===== src/rtl/note_sprite_renderer.sv =====
// Note sprite renderer: a 16-slot note buffer with a two-stage pixel pipeline
// that looks up 8x8 glyph rows from an external ROM, plus a slot-clearing FSM.
module note_sprite_renderer #(
    parameter int unsigned STAFF_X0 = 64,
    parameter int unsigned STAFF_Y0 = 128
) (
    input  logic       Clk,
    input  logic       Reset_n,
    input  logic [9:0] DrawX,
    input  logic [9:0] DrawY,
    input  logic       pix_valid,
    input  logic       wr_en,
    input  logic [3:0] wr_slot,
    input  logic [2:0] wr_code,
    input  logic [3:0] wr_pitch,
    input  logic       clr_start,
    output logic       busy,
    output logic [5:0] rom_addr,
    input  logic [7:0] rom_data,
    output logic       note_on,
    output logic       note_valid
);

    localparam int unsigned N_SLOTS = 16;
    localparam int unsigned SLOT_W  = 4;
    localparam int unsigned CODE_W  = 3;
    localparam int unsigned PITCH_W = 4;
    localparam int unsigned DX_W    = 11;
    localparam int unsigned DY_W    = 12;

    typedef enum logic {
        IDLE  = 1'b0,
        CLEAR = 1'b1
    } state_t;

    state_t              state;
    state_t              state_next;
    logic [SLOT_W-1:0]   clr_cnt;
    logic [SLOT_W-1:0]   clr_cnt_next;

    logic [CODE_W-1:0]   note_code  [N_SLOTS];
    logic [PITCH_W-1:0]  note_pitch [N_SLOTS];

    logic [DX_W-1:0]     dx;
    logic [DY_W-1:0]     dy;
    logic [SLOT_W-1:0]   slot;
    logic [4:0]          dx_lo;
    logic                in_range;
    logic                col_ok;
    logic                row_ok;
    logic [2:0]          col;
    logic [CODE_W-1:0]   sel_code;
    logic [PITCH_W-1:0]  sel_pitch;
    logic                hit;
    logic                wr_ok;

    logic                s1_hit;
    logic                s1_valid;
    logic [CODE_W-1:0]   s1_code;
    logic [2:0]          s1_row;
    logic [2:0]          s1_col;

    // Stage-1 address decode: horizontal slot/column, then row against the slot's pitch
    always_comb begin
        dx        = DX_W'(DrawX) - DX_W'(STAFF_X0);
        in_range  = (dx[DX_W-1:9] == 2'b00);
        slot      = dx[8:5];
        dx_lo     = dx[4:0];
        col_ok    = (dx_lo >= 5'd12) && (dx_lo <= 5'd19);
        // (dx_lo - 12) mod 8 reduces to dx_lo[2:0] - 4
        col       = 3'(dx_lo[2:0] - 3'd4);
        sel_code  = note_code[slot];
        sel_pitch = note_pitch[slot];
        dy        = DY_W'(DrawY) - DY_W'(STAFF_Y0) - DY_W'({sel_pitch, 2'b00});
        row_ok    = (dy[DY_W-1:3] == '0);
        hit       = pix_valid & in_range & col_ok & row_ok & (sel_code != '0);
    end

    // Clear FSM next-state: walk the counter through all 16 slots, then return idle
    always_comb begin
        state_next   = state;
        clr_cnt_next = clr_cnt;
        wr_ok        = 1'b0;
        case (state)
            IDLE: begin
                clr_cnt_next = '0;
                wr_ok        = wr_en & ~clr_start;
                if (clr_start) begin
                    state_next = CLEAR;
                end
            end
            CLEAR: begin
                clr_cnt_next = SLOT_W'(clr_cnt + 4'd1);
                if (clr_cnt == 4'd15) begin
                    state_next   = IDLE;
                    clr_cnt_next = '0;
                end
            end
            default: begin
                state_next   = IDLE;
                clr_cnt_next = '0;
            end
        endcase
    end

    // Clear FSM state, counter and busy flag
    always_ff @(posedge Clk or negedge Reset_n) begin
        if (!Reset_n) begin
            state   <= IDLE;
            clr_cnt <= '0;
            busy    <= 1'b0;
        end else begin
            state   <= state_next;
            clr_cnt <= clr_cnt_next;
            busy    <= (state_next == CLEAR);
        end
    end

    // Note buffer: cleared one slot per cycle during CLEAR, otherwise host writes
    always_ff @(posedge Clk or negedge Reset_n) begin
        if (!Reset_n) begin
            for (int i = 0; i < int'(N_SLOTS); i++) begin
                note_code[i]  <= '0;
                note_pitch[i] <= '0;
            end
        end else if (state == CLEAR) begin
            note_code[clr_cnt]  <= '0;
            note_pitch[clr_cnt] <= '0;
        end else if (wr_ok) begin
            note_code[wr_slot]  <= wr_code;
            note_pitch[wr_slot] <= wr_pitch;
        end
    end

    // Stage-1 registers feeding the glyph ROM address
    always_ff @(posedge Clk or negedge Reset_n) begin
        if (!Reset_n) begin
            s1_hit   <= 1'b0;
            s1_valid <= 1'b0;
            s1_code  <= '0;
            s1_row   <= '0;
            s1_col   <= '0;
        end else begin
            s1_hit   <= hit;
            s1_valid <= pix_valid;
            s1_code  <= sel_code;
            s1_row   <= dy[2:0];
            s1_col   <= col;
        end
    end

    assign rom_addr = {s1_code, s1_row};

    // Stage-2: pick the glyph bit (bit 7 is the leftmost pixel, hence ~col)
    always_ff @(posedge Clk or negedge Reset_n) begin
        if (!Reset_n) begin
            note_on    <= 1'b0;
            note_valid <= 1'b0;
        end else begin
            note_on    <= s1_valid & s1_hit & rom_data[~s1_col];
            note_valid <= s1_valid;
        end
    end

endmodule

===== config.mk =====
export PLATFORM = sky130hd
export DESIGN_NAME = note_sprite_renderer
export DESIGN_NICKNAME = d
export VERILOG_FILES = /design/src/rtl/note_sprite_renderer.sv
export SDC_FILE = /design/constraint.sdc
export NUM_CORES = 1
export LEC_CHECK = 0
export CAP_MARGIN = 20
export CORE_AREA = 5 5 103 129
export CTS_BUF_LIST = sky130_fd_sc_hd__clkbuf_8
export DETAILED_ROUTE_END_ITERATION = 8
export DIE_AREA = 0 0 108 134
export PLACE_DENSITY = 0.72
export SYNTH_ARGS = -nofsm -noshare
export SYNTH_HDL_FRONTEND = slang
export SYNTH_SLANG_ARGS = --single-unit

===== constraint.sdc =====
create_clock -name Clk -period 4.7 [get_ports Clk]
set_clock_uncertainty 0.15 [all_clocks]
set_input_delay 1.175 -clock Clk [delete_from_list [all_inputs] [get_ports Clk]]
set_output_delay 1.175 -clock Clk [all_outputs]
set_load 0.03 [all_outputs]

==> flow_metrics.env <==
export IMPL_synth_xor_xnor_area_share_pct=0.9351
export IMPL_start_util_pct=53.81
export IMPL_vias=5224
export IMPL_setup_viol=0
export IMPL_synth_top_cell_area_share_pct=50.65
export IMPL_cp_required_ps=4890
export IMPL_synth_compound_area_share_pct=11.46
export IMPL_cts_made_buffers=17
export IMPL_port_buffers=52
export IMPL_cts_setup_buffers=0
export IMPL_cts_hold_repair_buffers=0
export IMPL_cts_buffer_depth=2
export IMPL_critPathLaunchType="input port"
export IMPL_ys_flop_type="dfrtp_1"
export IMPL_path_depth=13
export IMPL_seq_area_frac_synth_pct=50.65
export IMPL_first_pass_iters=5
export IMPL_critPathKind="in2reg"
export IMPL_synth_mux_area_share_pct=12.57
export IMPL_tightest_slew_ps=910.5
export IMPL_fin_nets=768
export IMPL_drtIter0Drc=513
export IMPL_diodes=0
export IMPL_ys_ff_latch=130
export IMPL_routed_via_density=5.890
export IMPL_rsz0062_at_grt="no"
export IMPL_crit_top_cell="ha_1"
export IMPL_hold_slack_ps=228.8
export IMPL_grt_pass1_wl_um=28060
export IMPL_track_usage_pct=25.63
export IMPL_crit_chain="clkdlybuf4s50_1, inv_2, ha_1, xor2_2, mux4_2, ha_1, fa_1, nor2b_1, o21ai_2, a211oi_2, nand2_1, or4_1, nor4_2"
export IMPL_post_dp_hpwl_um=12740
export IMPL_hold_depth=0
export IMPL_rr_worst_depth=10
export IMPL_final_util_pct=63.29
export IMPL_synth_area_mm2=0.006422
export IMPL_crit_family="simple AND/OR/NAND/NOR gates"
export IMPL_syn_nets=708
export IMPL_hold_viol=0
export IMPL_hp_class="reg2reg"
export IMPL_slew_limit_headroom_pct=39.11
export IMPL_yosysMostFrequentCell="nand2_1"
export IMPL_cts_root_buffer="clkbuf_8"
export IMPL_synthTopCellsByCount="195 x nand2_1, 130 x dfrtp_1, 114 x o21ai_0"
export IMPL_synthAdderAreaFrac_pct=2.650
export IMPL_synth_top_family_by_area="simple AND/OR/NAND/NOR gates"
export IMPL_yosys_warnings=0
export IMPL_async_flop_share_pct=100.0
export IMPL_cts_sinks=130
export IMPL_slowest_stage="mux4_2"
export IMPL_yosysTopAreaCell="dfrtp_1"
export IMPL_p_total_mw=3.700
export IMPL_totalWireLength_um=17650
export IMPL_io_pins=53
export IMPL_max_cap_violations=0
export IMPL_wire_per_inst_um=19.90
export IMPL_crit_path_end_kind="register"
export IMPL_timing_final_crit_share_pct=95.52
export IMPL_status="complete, no violations"
export IMPL_synth_edff_count=0
export IMPL_dieArea_mm2=0.01447
export IMPL_drc=0
export IMPL_max_freq_ghz=0.2228
export IMPL_area_delta_synth_final_pct=17.63
export IMPL_peakVddDrop_uv=301.3
export IMPL_synth_area_leaders="dfrtp_1 51%, nand2_1 11%, mux4_2 9.5%"
export IMPL_grt_overflow=0
export IMPL_cp_num_buf_inv=2
export IMPL_drive_gt1_share_pct=11.76
export IMPL_syn_mean_instance_area_um2=9.865
export IMPL_arrival_ps=4680
export IMPL_drv_slew=0
export IMPL_coreArea_mm2=0.01194
export IMPL_antenna_found_initial=0
export IMPL_clk_latency_ps=440
export IMPL_cpPeakStageDelay_ps=550
export IMPL_grt_pass1_vias=5222
export IMPL_fp_dieH_um=134
export IMPL_cellPowerDensity_mw_per_mm2=489.8
export IMPL_power_leakage_nw=3.296
export IMPL_grt_max_degree=68
export IMPL_gp_congestion=0.9097
export IMPL_drtAntennaViolNets=0
export IMPL_synthDistinctLibCells=46
export IMPL_cts_tree="yes"
export IMPL_num_rows=45
export IMPL_synth_simple_area_share_pct=17.79
export IMPL_htree_levels=4
export IMPL_period_needed_ps=4489
export IMPL_ctsResizeCount=0
export IMPL_synth_cells=651
export IMPL_critical_path_max_fanout=3
export IMPL_die_w_um=108
export IMPL_clkTransAtPathRegs_ps=70
-- layer usage --
layer / share of wire [%] / wire [um] / track usage, %
met1: 39 / 6827 / 32.20
met2: 51 / 8965 / 43.19
met3: 7.1 / 1250 / 5.922
met4: 3.4 / 606 / 9.614
met5: 0 / 0 / 0
-- cells by family (layout without fill, tap and decap cells) --
kind of cell	after synthesis	count (layout)
compound gates	139	139
buf+inv	56	128
fa+ha+maj	13	13
simple gates	270	270
xor+xnor	6	6
flops	130	130
mux	37	37
-- layout make-up --
| class | count | area, um2 |
|---|---|---|
| Sequential cell | 130 | 3253 |
| Clock buffer | 21 | 289.0 |
| Tap cell | 164 | 205.2 |
| Multi-Input combinational cell | 465 | 2924 |
| Fill cell | 968 | 4382 |
| Inverter | 23 | 86.33 |
| Clock inverter | 10 | 93.84 |
| Timing Repair Buffer | 74 | 703.2 |
-- worst paths after layout --
kind	start	endpoint	slack, ps
min in group asynchronous	Reset_n	note_pitch[42]	680
max in group asynchronous	Reset_n	note_pitch[14]	2880
min	s1_valid	note_valid	230
max reg2reg	note_pitch[56]	s1_hit	1130
min reg2reg	s1_valid	note_valid	230
max	DrawX[6]	s1_hit	210
-- worst register-to-register path: cells and delay by family, from the launching register on --
family	cells	cell delay, ps
compound gates	2	260
fa+ha+maj	2	650
flops	1	410
mux	2	990
simple gates	4	1020
-- power by group --
group	total (mW)	switching (mW)	internal, mW
registers	1.74	0.257	1.48
clock network	0.925	0.413	0.513
logic	1.04	0.578	0.458
total	3.70	1.25	2.45
-- state kept, by name (all words and copies together), names as in the netlist --
name,flops
note_pitch,64
note_code,48
clr_cnt,4
s1_code,3
s1_col,3
s1_row,3
note_on,1
note_valid,1
s1_hit,1
s1_valid,1
state,1
-- placed cells by master, fill, tap and decap left out, drive strengths merged, types with 3 or more instances in the layout --
master / instances
nor2: 17
a211oi: 3
nor2b: 3
clkinv: 3
xor2: 3
and2: 5
nand3b: 3
nor3: 5
clkdlybuf4s50: 50
nand2: 195
clkbuf: 21
ha: 12
inv: 28
nand3: 31
mux4: 33
buf: 24
mux2i: 3
xnor2: 3
o21ai: 118
dfrtp: 130
a21oi: 6
-- through the flow --
step	area, um2	std cells	setup WS (ps)	setup TNS (ps)
CTS	7546	887	179.6	0
finish	7555	887	210.8	0
global route	7555	887	24.24	0
global placement	7163	856	-192.9	-192.9
floorplan	6422	651	106.5	0
detailed placement	7163	856	-266.1	-266.1
Power figures use the tool's default switching activity.
